[src/rtl/dm_uart_transmitter.sv]
// Streams NUM_BYTES bytes from data memory, starting at BASE_ADDR, out over an 8N1 UART line.
// Define PARITY_EN to add an even-parity bit between the data bits and the stop bit (8E1).
module dm_uart_transmitter #(
    parameter logic [15:0] CLKS_PER_BIT = 16'd434,
    parameter logic [15:0] BASE_ADDR    = 16'd0,
    parameter logic [15:0] NUM_BYTES    = 16'd1024
) (
    input  logic        clock,
    input  logic        rst,
    input  logic        begin_transmit,
    output logic [15:0] mem_addr,
    input  logic [7:0]  mem_data,
    output logic        data_to_pc,
    output logic        busy,
    output logic        end_transmitting
);

`ifdef PARITY_EN
    typedef enum logic [2:0] {IDLE, FETCH, START, DATA, PARITY, STOP, DONE} state_t;
`else
    typedef enum logic [2:0] {IDLE, FETCH, START, DATA, STOP, DONE} state_t;
`endif

    localparam logic [15:0] LAST_CNT = CLKS_PER_BIT - 16'd1;

    state_t      state_reg, state_next;
    logic [15:0] bit_cnt_reg, bit_cnt_next;
    logic [3:0]  bit_idx_reg, bit_idx_next;
    logic [15:0] byte_cnt_reg, byte_cnt_next;
    logic [7:0]  shreg_reg, shreg_next;
    logic [15:0] mem_addr_reg, mem_addr_next;
    logic        line_reg, line_next;
    logic        busy_reg, end_reg;
    logic        bit_last;

    assign bit_last         = (bit_cnt_reg == LAST_CNT);
    assign mem_addr         = mem_addr_reg;
    assign data_to_pc       = line_reg;
    assign busy             = busy_reg;
    assign end_transmitting = end_reg;

    always_ff @(posedge clock) begin
        if (rst) begin
            state_reg    <= IDLE;
            bit_cnt_reg  <= '0;
            bit_idx_reg  <= '0;
            byte_cnt_reg <= '0;
            shreg_reg    <= '0;
            mem_addr_reg <= BASE_ADDR;
            line_reg     <= 1'b1;
            busy_reg     <= 1'b0;
            end_reg      <= 1'b0;
        end else begin
            state_reg    <= state_next;
            bit_cnt_reg  <= bit_cnt_next;
            bit_idx_reg  <= bit_idx_next;
            byte_cnt_reg <= byte_cnt_next;
            shreg_reg    <= shreg_next;
            mem_addr_reg <= mem_addr_next;
            line_reg     <= line_next;
            busy_reg     <= (state_next != IDLE) && (state_next != DONE);
            end_reg      <= (state_next == DONE);
        end
    end

    always_comb begin
        state_next    = state_reg;
        bit_cnt_next  = bit_cnt_reg;
        bit_idx_next  = bit_idx_reg;
        byte_cnt_next = byte_cnt_reg;
        shreg_next    = shreg_reg;
        mem_addr_next = mem_addr_reg;
        case (state_reg)
            IDLE, DONE: begin
                if (begin_transmit) begin
                    mem_addr_next = BASE_ADDR;
                    byte_cnt_next = '0;
                    bit_cnt_next  = '0;
                    state_next    = (NUM_BYTES == 16'd0) ? DONE : FETCH;
                end
            end
            FETCH: begin
                // Address was presented on entry; RAM q is valid on the second edge.
                if (bit_cnt_reg == 16'd1) begin
                    shreg_next   = mem_data;
                    bit_cnt_next = '0;
                    state_next   = START;
                end else begin
                    bit_cnt_next = bit_cnt_reg + 16'd1;
                end
            end
            START: begin
                if (bit_last) begin
                    bit_cnt_next = '0;
                    bit_idx_next = '0;
                    state_next   = DATA;
                end else begin
                    bit_cnt_next = bit_cnt_reg + 16'd1;
                end
            end
            DATA: begin
                if (bit_last) begin
                    bit_cnt_next = '0;
                    if (bit_idx_reg == 4'd7) begin
`ifdef PARITY_EN
                        state_next = PARITY;
`else
                        state_next = STOP;
`endif
                    end else begin
                        bit_idx_next = bit_idx_reg + 4'd1;
                    end
                end else begin
                    bit_cnt_next = bit_cnt_reg + 16'd1;
                end
            end
`ifdef PARITY_EN
            PARITY: begin
                if (bit_last) begin
                    bit_cnt_next = '0;
                    state_next   = STOP;
                end else begin
                    bit_cnt_next = bit_cnt_reg + 16'd1;
                end
            end
`endif
            STOP: begin
                if (bit_last) begin
                    bit_cnt_next  = '0;
                    byte_cnt_next = byte_cnt_reg + 16'd1;
                    if (byte_cnt_reg + 16'd1 == NUM_BYTES) begin
                        state_next = DONE;
                    end else begin
                        mem_addr_next = mem_addr_reg + 16'd1;
                        state_next    = FETCH;
                    end
                end else begin
                    bit_cnt_next = bit_cnt_reg + 16'd1;
                end
            end
            default: state_next = IDLE;
        endcase
    end

    // Line level is derived from the next state so the registered output lines up with it.
    always_comb begin
        line_next = 1'b1;
        case (state_next)
            START:   line_next = 1'b0;
            DATA:    line_next = shreg_next[bit_idx_next[2:0]];
`ifdef PARITY_EN
            PARITY:  line_next = ^shreg_next;
`endif
            default: line_next = 1'b1;
        endcase
    end

endmodule

[config.mk]
export PLATFORM = sky130hd
export DESIGN_NAME = dm_uart_transmitter
export DESIGN_NICKNAME = d
export VERILOG_FILES = /design/src/rtl/dm_uart_transmitter.sv
export SDC_FILE = /design/constraint.sdc
export NUM_CORES = 1
export LEC_CHECK = 0
export CORE_UTILIZATION = 50
export CTS_CLUSTER_SIZE = 10
export DETAILED_ROUTE_END_ITERATION = 6
export GPL_ROUTABILITY_DRIVEN = 0
export PLACE_DENSITY = 0.7
export SLEW_MARGIN = 20
export SYNTH_ARGS = -nofsm -noshare
export SYNTH_HDL_FRONTEND = slang
export SYNTH_SLANG_ARGS = --single-unit
[constraint.sdc]
create_clock -name clock -period 3.4 [get_ports clock]
set_clock_uncertainty 0.15 [all_clocks]
set_input_delay 0.51 -clock clock [delete_from_list [all_inputs] [get_ports clock]]
set_output_delay 0.51 -clock clock [all_outputs]
set_load 0.01 [all_outputs]
# After elaboration in Yosys (flattened, before gate mapping)
# Cells that the tools add are included.
# Widths: inputs -> output; s select.
dict set report op_classes {
  n_addsub 4
  multipliers 0
  div 0
  n_lt_le_gt_ge 1
  eq_ne 19
  shifts 0
  mux 26
  n_bitwise 0
  n_reduce_logical 12
}
# cell n
set op_table {}
lappend op_table {{$mux 16} 6}
lappend op_table {{$pmux 16 s2} 2}
lappend op_table {{$add 16x1->16 const B} 3}
lappend op_table {{$pmux 16 s3} 1}
lappend op_table {{$mux 3} 7}
lappend op_table {{$eq 16x1->1 const B} 1}
lappend op_table {{$eq 16x11->1 const B} 1}
lappend op_table {{$eq 16x9->1 const B} 1}
lappend op_table {{$mux 8} 2}
lappend op_table {{$pmux 3 s5} 1}
lappend op_table {{$eq 3x2->1 const B} 4}
lappend op_table {{$mux 4} 3}
lappend op_table {{$ne 2x2->1 const B} 6}
lappend op_table {{$eq 3x3->1 const B} 3}
lappend op_table {{$pmux 4 s2} 1}
lappend op_table {{$reduce_and 4->1} 2}
lappend op_table {{$reduce_bool 3->1} 2}
lappend op_table {{$add 4x1->4 const B} 1}
lappend op_table {{$eq 4x3->1 const B} 1}
lappend op_table {{$lt 3x4->1 const B} 1}
lappend op_table {{$reduce_bool 2->1} 2}
lappend op_table {{$bmux 1 s3} 1}
lappend op_table {{$eq 3x1->1 const B} 1}
lappend op_table {{$logic_not 3->1} 1}
lappend op_table {{other kinds (8)} 8}
dict set report word_totals {
  reg_bits 66
  latchBits 0
  ramBits 0
  mem_bits_ro 0
  output_inout_bits 19
  memories 0
}

# Longest topological paths before layout
dict set report depth {
  depth_word 7
  mapped_depth 11
  depth_no_buf 10
}

# Worst setup path before layout
# Ideal clock, no wire load.
dict set report synth_path {
  path_kind {register to register}
  start {register bit_cnt_reg[0]}
  end {register line_reg, in the netlist data_to_pc}
  setup_ns 0.122
  t_arrival_ns 2.409
  required_ns 3.128
  setup_slack_ns 0.719
  path_stages_with_launch 9
  cell_sequence {dfxtp_1 > ha_1 > nor4b_2 > nand4_1 > nor2_2 > mux4_2 > mux2i_1 > nand2_1 > a311o_1}
}
dict set report synth_via {
  elab_chain_len 6
  word_cells_on_any_way 17
}
# element line
set synth_lines {}
lappend synth_lines {{start: declaration} 27} ;# logic [15:0] bit_cnt_reg, bit_cnt_next;
lappend synth_lines {{start signal: assignment} 55} ;# bit_cnt_reg <= bit_cnt_next;
lappend synth_lines {{$eq 16x9->1 / $eq 16x1->1 (equally long branches)} {36, 84}}
lappend synth_lines {{$mux 4, or another cell as far along} 102} ;# if (bit_last) begin
lappend synth_lines {{$pmux 4 s2 / $mux 8 (equally long branches)} 73} ;# case (state_reg)
lappend synth_lines {{$bmux 1 s3} 150} ;# DATA: line_next = shreg_next[bit_idx_next[2:0]];
lappend synth_lines {{$mux 1 (not written as such)} 150}
lappend synth_lines {{$pmux 1 s2 *} 148} ;# case (state_next)
lappend synth_lines {{end signal: assignment} 60} ;# line_reg <= line_next;
lappend synth_lines {{end: declaration} 32} ;# logic line_reg, line_next;
# Mark *: on every way between the ends. The rest lies on a longest branch, timed or not. The select of a mux whose other input is x is not followed.
# A chain may end at the register's enable or synchronous reset.

# Final worst setup path
# Ends and elaborated chain as after synthesis.

==> key figures <==
Global route
  • Met1 Track Usage GR: 28.8%
  • GRT Total Usage: 22.4%
  • Initial antenna violation count: 0
  • Vias in the first global route: 2979
  • Largest net degree at the start of global routing: 29
  • Met2 Usage GRT: 37.1%
  • M3 GR Usage: 4.93%
  • Grt peak-use layer: met2
  • First-pass GRT wire length: 13500 um
  • Remaining Overflow, GRT: 0

Timing
  • Crit share post-route: 87.5%
  • Final Max Tran Viols: 0
  • Setup TNS: 0 ps
  • RSZ-0062 raised after global routing: false
  • Setup Viol. Count Final: 0
  • Final worst slack: 426 ps
  • Hold Slack: 302 ps
  • Slew margin rel.: 50.2%
  • Final hold violation count: 0
  • Fin crit period: 2970 ps
  • Slew at the pin with the worst max-slew slack: 745 ps
  • Peak Freq: 0.336 GHz

Final layout
  • Share of cells above drive strength 1: 13.8%
  • Final non-filler cell total: 573
  • Filler instances: 654
  • N_diodes: 0
  • Seq. cell area: 1320 sq um
  • Commonest cells after routing, fill and taps aside: 66 x dfxtp_1, 52 x nor2_1, 51 x nand2_1
  • NumNets Final: 488
  • Multi-input logic area: 2150 sq um
  • Synth-to-Final Area Change: 14.6%
  • Most common cell after layout, fill and taps aside: dfxtp_1

Setup path
  • Worst setup SP type: flip-flop
  • WS Path Type: reg -> reg
  • CP required: 3480 ps
  • Crit. End Element: flip-flop
  • Capturing point of the worst reg2reg path: data_to_pc$_SDFF_PP1_
  • Worst reg2reg path depth: 8
  • R2r setup slk: 430 ps
  • Worst Path Arrival: 3050 ps
  • FF-to-FF Start: bit_cnt_reg[0]$_SDFFE_PP0P_
  • Crit Path Max Fanout: 10

Die
  • Core ar.: 6910 sq um
  • Die area: 7600 sq um
  • # IOs: 30
  • Die H: 87.2 um
  • Initial Util: 52.6%
  • Placement Rows: 30
  • Horiz. Die Dim: 87.2 um

Clock tree
  • Worst-path clk slew: 80 ps
  • # resized after CTS: 0
  • Total clock sinks: 66
  • Total CTS buffers: 9
  • # H-tree levels: 3
  • Cts hold-fix bufs: 0
  • CTS Root Cell: clkbuf_8
  • Setup Buffers After CTS: 0
  • Maximum buffer depth of the clock tree: 2
  • CTS tree: built
  • Clk_lat worst skew: 340 ps

Drt
  • Drt drc: 0
  • Pre-Repair DR Iteration Count: 5
  • Antenna Nets Post-Route: 0
  • Routed WL per cell: 13.5 um
  • WL final: 7760 um
  • DR iter-0 viols: 147
  • Total number of vias: 3272
  • Via density: 5.71

Placed design
  • Detailed placement HPWL: 5410 um
  • Cells after DPL: 557
  • Pre-CTS setup slack: 357 ps
  • Port Buffers: 29

Worst hold path
  • Hold worst-path end: shreg_reg[1]$_SDFF_PP0_
  • Min-Delay Startpoint: shreg_reg[1]$_SDFF_PP0_
  • Worst hold path class: reg -> reg
  • Worst hold path depth: 2

Yosys
  • Prevailing post-synth register cell: dfxtp_1
  • Number of synthesized flops with an enable pin: 0
  • Synthesized flop and latch total: 66
  • Most area-hungry cell type in the Yosys netlist: dfxtp_1
  • Syn Nets: 465
  • Sequential element share of the synthesized area: 36.4%
  • Ys async rst share: 0%
  • Top post-synthesis cells by area: dfxtp_1 36%, a21oi_1 5.4%, nor2_1 5.4%
  • Synthesis Warnings: 0
  • Synth top area share: 36.4%
  • Post-Syn Area per Cell: 8.08 sq um
  • Syn Inst Count: 449
  • Mapped cell area: 3630 sq um
  • Distinct cells, synth: 66

Flow run
  • Maxcap violations: 0

Pwr
  • Peak supply drop: 0.000280 V
  • Leakage: 1.35 nW
  • P per Cell Area: 363 nW/um^2

Status
  • Outcome: completed
how the worst max path moves through the flow:
| stage | slack [ps] | cells past startpoint | from | endpoint |
|---|---|---|---|---|
| after floorplan | 720 | 8 | bit_cnt_reg[0]$_SDFFE_PP0P_ | data_to_pc$_SDFF_PP1_ |
| after global placement | 490 | 9 | begin_transmit | bit_cnt_reg[15]$_SDFFE_PP0P_ |
| after detailed placement | 360 | 9 | begin_transmit | bit_cnt_reg[15]$_SDFFE_PP0P_ |
| after CTS | 400 | 8 | bit_cnt_reg[0]$_SDFFE_PP0P_ | data_to_pc$_SDFF_PP1_ |
| after global routing | 170 | 8 | bit_cnt_reg[0]$_SDFFE_PP0P_ | data_to_pc$_SDFF_PP1_ |
| final | 430 | 8 | bit_cnt_reg[0]$_SDFFE_PP0P_ | data_to_pc$_SDFF_PP1_ |
cells by family after synthesis:
group | count (synthesis) | synth area share, %
buf+inv | 32 | 4.24
flops | 66 | 36.4
mux | 4 | 1.79
simple gates | 214 | 31.3
xor+xnor | 18 | 4.55
fa+ha+maj | 5 | 1.72
compound gates | 110 | 20.0
power by group:
group,internal [W],switching (W)
clock network,0.000285,0.000308
registers,0.000780,0.0000121
logic,0.0000494,0.0000751
total,0.00111,0.000395
layout make-up:
| cell class | count | area share (%) |
|---|---|---|
| Tap cell | 96 | 2.89 |
| Inverter | 8 | 0.722 |
| Sequential cell | 66 | 31.8 |
| Timing Repair Buffer | 36 | 8.54 |
| Multi-Input combinational cell | 351 | 51.8 |
| Clock inverter | 6 | 0.992 |
| Clock buffer | 10 | 3.31 |
cell usage after synthesis, types with 2 or more instances:
| library cell | number |
|---|---|
| nand4_1 | 10 |
| and4_1 | 4 |
| o31ai_1 | 2 |
| a31oi_1 | 5 |
| nand3_1 | 26 |
| mux2i_1 | 2 |
| nor2_1 | 52 |
| clkbuf_1 | 13 |
| a21boi_0 | 4 |
| and3_2 | 2 |
| ha_1 | 5 |
| o21a_1 | 3 |
| buf_1 | 3 |
| buf_2 | 4 |
| or2_2 | 5 |
| a211oi_1 | 2 |
| nor2b_1 | 4 |
| nor3b_1 | 4 |
| a21oi_1 | 39 |
| or3_1 | 13 |
| nand2_1 | 51 |
| mux4_2 | 2 |
| and3_1 | 6 |
| a21oi_2 | 10 |
| nand3b_1 | 3 |
| xnor2_1 | 6 |
| nor3_2 | 3 |
| xor2_1 | 11 |
| nand2b_1 | 4 |
| nor4_1 | 3 |
| nor4_2 | 2 |
| o21ai_2 | 8 |
| or4_1 | 2 |
| o21ai_0 | 22 |
| inv_1 | 8 |
| o211ai_1 | 2 |
| dfxtp_1 | 66 |
| nor3_1 | 8 |
| a21o_1 | 3 |
critical path, stage by stage (launching register included):
cell	delay (ps)
dfxtp_1	400
ha_1	170
nor4b_2	320
nand4_1	300
nor2_2	430
mux4_2	560
mux2i_1	140
nand2_1	70
a311o_1	330
through the flow:
step	power, W	util (%)	cell area (sq um)
final	0.00151	60.2	4160
after detailed placement	0.000935	57.6	3980
after global placement	0.000931	57.6	3980
after global routing	0.00158	60.2	4160
after CTS	0.00153	60.2	4160
after floorplan	0.000897	-	3630
metal layers:
layer | vias to the layer above | share of wire (%)
met5 | - | 0
met4 | 0 | 1.5
met3 | 15 | 3.1
met2 | 64 | 48
met1 | 1543 | 47
li1 | 1650 | -
No activity file was read; power rests on OpenSTA's default activity.
==> variant: new RTL, same settings <==
Add an input register stage for `mem_data`; this delays it by one clock. The other inputs are not delayed to match.
--- a/src/rtl/dm_uart_transmitter.sv
+++ b/src/rtl/dm_uart_transmitter.sv
@@ -23,4 +23,10 @@
 
     localparam logic [15:0] LAST_CNT = CLKS_PER_BIT - 16'd1;
+
+    logic [7:0] mem_data_q;
+
+    always_ff @(posedge clock) begin
+        mem_data_q <= mem_data;
+    end
 
     state_t      state_reg, state_next;
@@ -83,5 +89,5 @@
                 // Address was presented on entry; RAM q is valid on the second edge.
                 if (bit_cnt_reg == 16'd1) begin
-                    shreg_next   = mem_data;
+                    shreg_next   = mem_data_q;
                     bit_cnt_next = '0;
                     state_next   = START;
Behaviour: same outputs for any inputs over 10 cycles, from zero or initial values and one cycle with rst high; that may be too few to reach the edited logic, so the function may still have changed.
==> variant against the original RTL <==
  * Design area is 7.2% higher
  * Total power grew 20%
  * Cell count rose by 4.0%
  * Highest routed layer unchanged
  * Routed wire length grew 11%
  * Synthesized area increased by 7.7%
  * Setup slack better by 0.15 ns
  * Clock power grew 30%
  * Sequential cell count rose by 8
==> variant: results (changes against the original RTL) <==
Status
  • Status: completed

Global route
  • Met3 Use GR: 4.125% (-0.80 points)
  • Largest net degree at the start of global routing: 35 (+21%)
  • Global routing usage on met1: 27.53% (-1.3 points)
  • Global-route wire length before repair: 14820 µm (+9.9%)
  • GR met2 Demand/Resource: 37.09% (about the same)
  • GRT Total Usage: 21.65% (-0.72 points)
  • Vias in the first global route: 3252 (+9.2%)

Finish
  • Finished Layout Cells: 596 (+4.0%)
  • Diodes inserted: 0 (unchanged)
  • Layout cells sized above 1: 7.243% (-6.6 points)
  • Fillers: 656 (+0.31%)
  • Nets: 509 (+4.3%)

Power
  • Flop pwr share: 49.4% (-3.1 points)
  • Lkg Pwr: 0.001494 µW (+10%)
  • NetSw: 438.4 µW (+11%)
  • Clock power frac: 42.4% (+3.1 points)
  • Switching Share: 24.15% (-2.0 points)
  • Max IR drop VDD: 0.2441 mV (-13%)

Drt
  • WL final: 8612 µm (+11%)
  • Vias per cell: 6.010 (+5.2%)
  • Drt first pass iters: 4 (-1)
  • Initial DRC Count: 144 (-2.0%)

Timing
  • Min Hold Slack: 0.3446 ns (+0.04250 ns)
  • Final worst setup slack: 0.5768 ns (+0.1503 ns)
  • Slew HR: 51.44% (+1.3 points)

Logic synthesis
  • Cells after Synth: 475 (+5.8%)
  • Mux share of post-synthesis cell area: 2.305% (+0.51 points)
  • Syn_nets: 492 (+5.8%)
  • Yosys warnings: 0 (unchanged)
  • Synth unique cells: 59 (-11%)
  • Sequential area share after synthesis: 37.91% (+1.5 points)
  • Post-synth top cells: 74 x dfxtp_1, 53 x nor2_1, 42 x a21oi_1
  • Area contributors post-synth: dfxtp_1 38%, a21oi_1 5.4%, nor2_1 5.1%
  • XOR/XNOR share of the synthesized area: 4.707% (+0.16 points)
  • Dominant synthesized flop cell: dfxtp_1
  • Post-Synth Adder-Cell Area: 1.921% (+0.20 points)
  • Compound-Gate Fraction of Synth Area: 17.68% (-2.3 points)

Worst setup path
  • Arr. time, crit path: 2.89 ns (-0.16 ns)
  • CP max-delay cell: and4_4
  • R2R depth: 7 (-1)
  • Crit-path max FO: 32 (+22)
  • Worst Setup EP: mem_addr[2]
  • Slowest Stage Delay on Critical Path: 0.49 ns (-0.07 ns)
  • R2r startpoint: byte_cnt_reg[0]

CTS
  • Root Buffer Master: clkbuf_8
  • CTS resizes: 0 (unchanged)

Place
  • Inst Count DP: 580 (+4.1%)
  • Port Buffers: 29 (unchanged)
  • Pre-CTS setup slack: 0.5083 ns (+0.1517 ns)
  • Placed cell area: 4233 µm² (+6.3%)
  • Dpl hpwl: 5845 µm (+8.0%)

Min path
  • Worst Hold Endpoint: mem_addr[15]
  • Hold path start: mem_addr[15]
[variant: layout make-up]
type                       instances  area [µm²]  area share, %
multi-input combinational        363        2251          50.46
sequential                        74        1481          33.21
timing repair buffer              37       350.3          7.854
clock buffer                      10       137.6          3.086
tap                               99       123.9          2.777
clock inverter                     6       90.09          2.020
inverter                           7       26.28         0.5891
[variant: routing by layer]
layer	part of all wire, %	vias up
met5	0	-
met4	1.2	0
met3	4.0	10
met2	48	80
met1	46	1712
li1	-	1780
[variant: kinds of logic (layout without fill, tap and decap cells)]
family | after synthesis | count (layout)
AO/OA/AOI/OAI | 112 | 112
adder cells (fa/ha/maj) | 6 | 6
multiplexers | 9 | 9
buffers and inverters | 38 | 60
AND/OR/NAND/NOR | 215 | 215
flip-flops | 74 | 74
XOR/XNOR | 21 | 21
[variant: worst register-to-register path, cell delays in order (launching register included)]
cell and delay, ns:
dfxtp_1 0.46, and4_1 0.37, nand3_1 0.22, o31a_1 0.36, a2111oi_2 0.40, and4_4 0.49
or3_1 0.19, a21oi_1 0.07
